--- config.mk ---
export PLATFORM = sky130hd
export DESIGN_NAME = mcs4_clkrst_gen
export DESIGN_NICKNAME = d
export VERILOG_FILES = /design/src/rtl/mcs4_clkrst_gen.sv
export SDC_FILE = /design/constraint.sdc
export NUM_CORES = 1
export LEC_CHECK = 0
export ABC_AREA = 0
export CAP_MARGIN = 20
export CORE_UTILIZATION = 50
export DETAILED_ROUTE_END_ITERATION = 7
export PLACE_DENSITY = 0.78
export SLEW_MARGIN = 40
export SYNTH_ARGS = -nofsm -noshare
export SYNTH_HDL_FRONTEND = slang
export SYNTH_SLANG_ARGS = --single-unit
--- constraint.sdc ---
create_clock -name sysclk -period 1.85 [get_ports sysclk]
set_input_delay 0.37 -clock sysclk [delete_from_list [all_inputs] [get_ports sysclk]]
set_output_delay 0.37 -clock sysclk [all_outputs]
set_load 0.02 [all_outputs]
--- src/rtl/mcs4_clkrst_gen.sv ---
// ---------------------------------------------------------------------------
// mcs4_clkrst_gen
// Conditions the MCS-4 pad clock/reset nets for the core. It generates the
// two-phase non-overlapping clock enables, stretches the power-on clear and
// debounces the external clear, then aligns it to phase-period boundaries.
//
// Parameters
//   DIV        sysclk cycles per quarter phase period (period = 4*DIV), >= 1
//   POC_CYCLES full phase periods poc_out is held after reset release, >= 1
//   DEBOUNCE   consecutive synchronized samples to accept a clear change, >= 2
//
// Ports
//   sysclk     in   system clock, all flops rising-edge
//   poc_pad    in   power-on clear from the pad, async active-low reset
//   clear_pad  in   raw external clear request, active-high, asynchronous
//   clk1       out  phase-1 enable (registered)
//   clk2       out  phase-2 enable (registered)
//   cyc_end    out  one-cycle pulse on the last count of each phase period
//   poc_out    out  stretched power-on clear, active-high (registered)
//   clear_out  out  debounced, period-aligned clear, active-high (registered)
//   core_reset out  poc_out | clear_out
// ---------------------------------------------------------------------------
module mcs4_clkrst_gen #(
    parameter int unsigned DIV        = 2,
    parameter int unsigned POC_CYCLES = 16,
    parameter int unsigned DEBOUNCE   = 4
) (
    input  logic sysclk,
    input  logic poc_pad,
    input  logic clear_pad,
    output logic clk1,
    output logic clk2,
    output logic cyc_end,
    output logic poc_out,
    output logic clear_out,
    output logic core_reset
);

    localparam int unsigned PER   = 4 * DIV;
    localparam int unsigned PH_W  = $clog2(PER);
    localparam int unsigned POC_W = (POC_CYCLES > 1) ? $clog2(POC_CYCLES) : 1;
    localparam int unsigned DEB_W = $clog2(DEBOUNCE);

    localparam logic [PH_W-1:0]  PH_LAST  = PH_W'(PER - 1);
    localparam logic [PH_W-1:0]  PH_DIV   = PH_W'(DIV);
    localparam logic [PH_W-1:0]  PH_2DIV  = PH_W'(2 * DIV);
    localparam logic [PH_W-1:0]  PH_3DIV  = PH_W'(3 * DIV);
    localparam logic [POC_W-1:0] POC_LAST = POC_W'(POC_CYCLES - 1);
    localparam logic [DEB_W-1:0] DEB_LAST = DEB_W'(DEBOUNCE - 1);

    typedef enum logic {
        CLR_IDLE   = 1'b0,
        CLR_ACTIVE = 1'b1
    } clr_state_e;

    // Synchronizers
    logic r_rst_s1;
    logic r_rst_ok;
    logic r_clr_s1;
    logic r_clr_s2;

    // State registers
    logic [PH_W-1:0]  r_ph_cnt;
    logic [POC_W-1:0] r_poc_cnt;
    logic [DEB_W-1:0] r_deb_cnt;
    clr_state_e       r_clr_state;
    logic             r_clk1;
    logic             r_clk2;
    logic             r_poc_out;
    logic             r_clear_out;

    // Next-state values
    logic [PH_W-1:0]  w_ph_cnt_nxt;
    logic [POC_W-1:0] w_poc_cnt_nxt;
    logic [DEB_W-1:0] w_deb_cnt_nxt;
    clr_state_e       w_clr_state_nxt;
    logic             w_clk1_nxt;
    logic             w_clk2_nxt;
    logic             w_poc_out_nxt;
    logic             w_clear_out_nxt;
    logic             w_cyc_end;
    logic             w_ph_last;
    logic             w_clr_req;
    logic             w_clr_mismatch;

    // Reset release synchronizer: D tied high, cleared by the pad
    always_ff @(posedge sysclk or negedge poc_pad) begin
        if (!poc_pad) begin
            r_rst_s1 <= 1'b0;
            r_rst_ok <= 1'b0;
        end else begin
            r_rst_s1 <= 1'b1;
            r_rst_ok <= r_rst_s1;
        end
    end

    // Clear request synchronizer
    always_ff @(posedge sysclk or negedge poc_pad) begin
        if (!poc_pad) begin
            r_clr_s1 <= 1'b0;
            r_clr_s2 <= 1'b0;
        end else begin
            r_clr_s1 <= clear_pad;
            r_clr_s2 <= r_clr_s1;
        end
    end

    assign w_ph_last      = (r_ph_cnt == PH_LAST);
    assign w_cyc_end      = r_rst_ok && w_ph_last;
    assign w_clr_req      = (r_clr_state == CLR_ACTIVE);
    assign w_clr_mismatch = (r_clr_s2 != w_clr_req);

    // Phase counter and phase decode; decode uses the pre-edge count
    always_comb begin
        w_ph_cnt_nxt = '0;
        w_clk1_nxt   = 1'b0;
        w_clk2_nxt   = 1'b0;
        if (r_rst_ok) begin
            w_ph_cnt_nxt = w_ph_last ? '0 : r_ph_cnt + PH_W'(1);
            w_clk1_nxt   = (r_ph_cnt < PH_DIV);
            w_clk2_nxt   = (r_ph_cnt >= PH_2DIV) && (r_ph_cnt < PH_3DIV);
        end
    end

    // Power-on clear stretch: counts period boundaries while asserted
    always_comb begin
        w_poc_cnt_nxt = r_poc_cnt;
        w_poc_out_nxt = r_poc_out;
        if (w_cyc_end && r_poc_out) begin
            if (r_poc_cnt == POC_LAST) begin
                w_poc_out_nxt = 1'b0;
            end else begin
                w_poc_cnt_nxt = r_poc_cnt + POC_W'(1);
            end
        end
    end

    // Clear debounce: a level is accepted after DEBOUNCE mismatching samples
    always_comb begin
        w_clr_state_nxt = r_clr_state;
        w_deb_cnt_nxt   = '0;
        if (w_clr_mismatch) begin
            if (r_deb_cnt == DEB_LAST) begin
                w_clr_state_nxt = r_clr_s2 ? CLR_ACTIVE : CLR_IDLE;
            end else begin
                w_deb_cnt_nxt = r_deb_cnt + DEB_W'(1);
            end
        end
    end

    // Clear alignment: only moves on a period boundary, masked by the
    // pre-edge stretched power-on clear
    always_comb begin
        w_clear_out_nxt = r_clear_out;
        if (w_cyc_end) begin
            w_clear_out_nxt = w_clr_req && !r_poc_out;
        end
    end

    // State register
    always_ff @(posedge sysclk or negedge poc_pad) begin
        if (!poc_pad) begin
            r_ph_cnt    <= '0;
            r_poc_cnt   <= '0;
            r_deb_cnt   <= '0;
            r_clr_state <= CLR_IDLE;
            r_clk1      <= 1'b0;
            r_clk2      <= 1'b0;
            r_poc_out   <= 1'b1;
            r_clear_out <= 1'b0;
        end else begin
            r_ph_cnt    <= w_ph_cnt_nxt;
            r_poc_cnt   <= w_poc_cnt_nxt;
            r_deb_cnt   <= w_deb_cnt_nxt;
            r_clr_state <= w_clr_state_nxt;
            r_clk1      <= w_clk1_nxt;
            r_clk2      <= w_clk2_nxt;
            r_poc_out   <= w_poc_out_nxt;
            r_clear_out <= w_clear_out_nxt;
        end
    end

    assign clk1       = r_clk1;
    assign clk2       = r_clk2;
    assign cyc_end    = w_cyc_end;
    assign poc_out    = r_poc_out;
    assign clear_out  = r_clear_out;
    assign core_reset = r_poc_out | r_clear_out;

endmodule

# Word level (Yosys, flattened, before mapping)
# Index checks and enable logic that the tools add are counted.
# W data, S select, Z words.
# classes
n_addsub,3
order_cmp,3
eq_ne,4
n_mux,7
n_bitwise,2
reduce_logical,8
# ops
op,count
$mux W3,2
$reduce_and A2 Y1,3
$add A4 B1 Y4 const B,1
$eq A4 B4 Y1 const B,1
$logic_and A1 B1 Y1,4
$mux W2,2
$add A3 B1 Y3 const B,1
$eq A3 B3 Y1 const B,1
$ge A3 B3 Y1 const B,1
$lt A3 B2 Y1 const B,1
$lt A3 B3 Y1 const B,1
$mux W1,3
$add A2 B1 Y2 const B,1
$eq A2 B2 Y1 const B,1
$logic_not A1 Y1,1
$ne A1 B1 Y1,1
$not A1 Y1,1
$or A1 B1 Y1,1
# totals
register_bits,18
input_bits,3
output_inout_bits,6
word_cells,39

# Logic depth before layout (Yosys ltp)
# Gate-level depths: netlist (run 1).
# depth
ltp_word,4
depth_mapped,6
mapped_depth_nobuf,6

# Worst setup path before layout (run 1)
# OpenSTA, ideal clock, no wires.
# synth_timing
path_kind,reg2reg
start,reg r_ph_cnt[0]
end,reg r_poc_cnt[1]
setup_ns,0.125
arrival_ns,1.370
required_time_ns,1.725
setup_slack_ns,0.355
stages_incl_launch_ff,7
path_buffers,0
period_less_slack_ns,1.495
path_cell_list,dfrtp_1 ha_1 ha_1 nand2_2 clkinv_2 nand3_2 mux2_4
# synth_via
elab_chain_len,4
# synth_rtl
item,line,text
from (decl),63,logic [PH_W-1:0] r_ph_cnt;
from (signal assigned),172,r_ph_cnt <= w_ph_cnt_nxt;
$eq A3 B3 Y1,108,assign w_ph_last = (r_ph_cnt == PH_LAST);
$logic_and A1 B1 Y1,109,assign w_cyc_end = r_rst_ok && w_ph_last;
via cyc_end,33,"output logic cyc_end,"
$logic_and A1 B1 Y1,129,if (w_cyc_end && r_poc_out) begin
$reduce_and A2 Y1 (no line),n/a,
to (signal assigned),173,r_poc_cnt <= w_poc_cnt_nxt;
to (decl),64,logic [POC_W-1:0] r_poc_cnt;
# The timed path passes the listed nets, and every way through them passes these cells.
# A chain may end at the register's enable or synchronous reset.

# Final worst setup path (run 1)
# layout_timing
start,reg r_ph_cnt[1]
end,out cyc_end
# layout_via
elab_chain_len,2
# layout_rtl
item,line
$eq A3 B3 Y1,108
$logic_and A1 B1 Y1,109
to (decl),33
# No other way between the ends.

==> results of run 1 <==
cell families after synthesis:
group,after synthesis
compound gates,2
xor+xnor,4
other cells,1
buf+inv,1
fa+ha+maj,4
mux,2
flops,18
simple gates,16
registers in the layout, summed over array words and instances, names as in the netlist:
register     flops
r_poc_cnt        4
r_ph_cnt         3
r_deb_cnt        2
clear_out        1
clk1             1
clk2             1
poc_out          1
r_clr_s1         1
r_clr_s2         1
r_clr_state      1
r_rst_ok         1
r_rst_s1         1
final cells by class:
cell class,instances,area share
clock buffers,4,0.0314
inverters,1,0.00599
multi-input cells,29,0.277
flip-flops and latches,18,0.540
well taps,15,0.0225
repair buffers,12,0.123
metrics by stage:
step                total power, mW  area [um^2]   util  hold slack, ns
detailed placement            0.584          810  0.630           0.347
global route                  0.819          836  0.650           0.322
CTS                           0.780          835  0.649           0.315
global placement              0.577          810  0.630           0.334
finish                        0.770          836  0.650           0.317
floorplan                     0.537          688      -          0.0744
power breakdown:
| group | total (mW) | internal [mW] | switching [mW] |
|---|---|---|---|
| clock network | 0.197 | 0.0838 | 0.113 |
| logic | 0.111 | 0.0622 | 0.0484 |
| registers | 0.462 | 0.437 | 0.0254 |
worst register-to-register path, delay by kind of cell (launching register included):
family | cells | cell delay [ns]
muxes | 1 | 0.30
adders and majority gates | 2 | 0.38
buffers and inverters | 2 | 0.18
DFF | 1 | 0.41
and+or+nand+nor | 2 | 0.18
routing by layer:
layer	track usage	vias to the layer above
met3	0.0520	2
li1	-	193
met5	0	-
met1	0.175	209
met2	0.288	4
met4	0.129	0
synthesized netlist by cell type (all sizes together):
cell and instances:
ha 4, nand4 2, and3b 1, xnor2 4, or2 1, dfstp 1
o21a 1, o21ai 1, mux2 2, conb 1, dfrtp 17, nor3 1
nand2b 1, and2 2, clkinv 1, and3 1, nand3 2, nor3b 2
nor2b 1, nand2 2
timing repair:
| action | CTS | global route |
|---|---|---|
| hold buffers | 0 | 0 |
| buffers inserted | 0 | 1 |
| setup endpoints to repair | 3 | 1 |
| resized for setup | 5 | 1 |
how the worst max path moves through the flow:
| stage | start | endpoint | slack [ns] | cells after the start |
|---|---|---|---|---|
| floorplan | r_ph_cnt[0] | r_poc_cnt[1] | 0.36 | 6 |
| global placement | r_ph_cnt[0] | cyc_end | 0.07 | 5 |
| detailed placement | r_ph_cnt[1] | cyc_end | 0.06 | 5 |
| CTS | r_ph_cnt[1] | cyc_end | 0.01 | 5 |
| global route | r_ph_cnt[1] | cyc_end | 0.04 | 5 |
| finish | r_ph_cnt[1] | cyc_end | 0.12 | 5 |
==> reports/metrics.cfg, run 1 <==
[die]
core_area_um2 = 1280
die-width_um = 39.1
die_y_um = 39.1
fp-row-count = 13
pin_count = 9
die_area_um2 = 1530
start_util = 0.536

[critical_path]
crit_chain = ha_1 > ha_1 > nand2_2 > clkinv_2 > buf_2
endpoint_kind = output port
path_class = flop to output port
path_max_fanout = 3
cpMostUsedCell = ha_1
slowest_delay_ns = 0.41
crit_required_ns = 1.48
ff2ff_path_depth = 7
rr_startpoint = r_ph_cnt[1]
crit_path_top_delay_cell = dfrtp_1
crit_buf_inv = 2
cp_top_family = flip-flops
rrSetupSlack_ns = 0.30
worstSetupStartpointType = flop
r2r_end = r_poc_cnt[1]
crit_arrival_ns = 1.36

[clock_network]
ctsLongestPathBuffers = 2
clk-insertion-delay-late_ns = 0.29
clockRootBuffer = clkbuf_4
numCtsBuffers = 3
cts_tree = yes
cts_num_sinks = 18
htree_levels = 1
cts.clk_slew.worst_paths_ns = 0.10

[min_path]
hold_class = input port to async pin

[outcome]
status = finished, final reports clean

[global_routing]
antenna_found_initial = 0
grt_pass1_wl_um = 1610
grt_start_max_net_pins = 13
grt_overflow = 0
first_global_vias = 413
grtUsageTotal = 0.171

[sta]
skew_ns = 0.00200
hold_viol = 0
fin_ws_ns = 0.124
setup_viol = 0
fmax_mhz = 579
rsz0062_at_grt = no
setup_tns_ns = 0
fin_crit_ns = 1.73
fin_crit_sh = 0.933
drv_slew = 0

[run]
maxCapViolations = 0

[routing]
ant_nets = 0
maxUsedRoutingLayer = met4
vias_per_cell = 5.16
met2_length_um = 554
routedWlPerCell_um = 12.8
routed_wl_um = 1010
wl_met3_um = 21
drtPass1Iterations = 4
drtIter0Drc = 1
met1_length_um = 415
vias = 408
post-route-drc-count = 0

[final_layout]
final_cells = 79
final_common_cell = dfrtp_1
nets = 72
register_area_um2 = 452
layout-drive-gt1-share = 0.234
multiInputGateArea_um2 = 231
n_antenna_cell = 0
fillers = 95
area_growth_pct = 21.5
final_cell_mix = dfrtp_1, clkdlybuf4s50_1, xnor2_1, ha_1, buf_4

[synth]
yosysUniqueCellTypes = 23
netlist_instances = 48
synth_nets = 55
synth_warnings = 0
synthTopCellsByArea = dfrtp_1, ha_1, xnor2_1, dfstp_2, mux2_4
synth_top_family_by_area = simple AND/OR/NAND/NOR gates
synth_area_leader_cell = dfrtp_1
yosys.area_share.adder = 0.0727
synth_compound_area_frac = 0.0182
syn_area_um2 = 688
synth_xor_area_frac = 0.0509
avgSynthCellArea_um2 = 14.3
ys_seq_elements = 18
synth-simple-area-share = 0.151
synth.area.mux_share = 0.0382
yosysSeqAreaShare = 0.656
synth.top_cell.area_share = 0.618

[placement]
pre_cts_ws_ns = 0.0561
numPortBuffers = 8
dp_hpwl_um = 774
place_congestion = 0.600
place_inst = 74

[power]
leakagePower_nw = 0.421
vdd_drop_max_mv = 0.726
p_per_area_nw_per_um2 = 921

(Power assumes the default switching activity.)
==> inputs of run 2 (changes only) <==
--- a/config.mk
+++ b/config.mk
@@ -8,6 +8,7 @@
 export ABC_AREA = 0
 export CAP_MARGIN = 20
 export CORE_UTILIZATION = 50
+export CTS_CLUSTER_DIAMETER = 200
 export DETAILED_ROUTE_END_ITERATION = 7
 export PLACE_DENSITY = 0.78
 export SLEW_MARGIN = 40
==> results of run 2 <==
The final DEF is identical to that of run 1; final timing and power are the same.
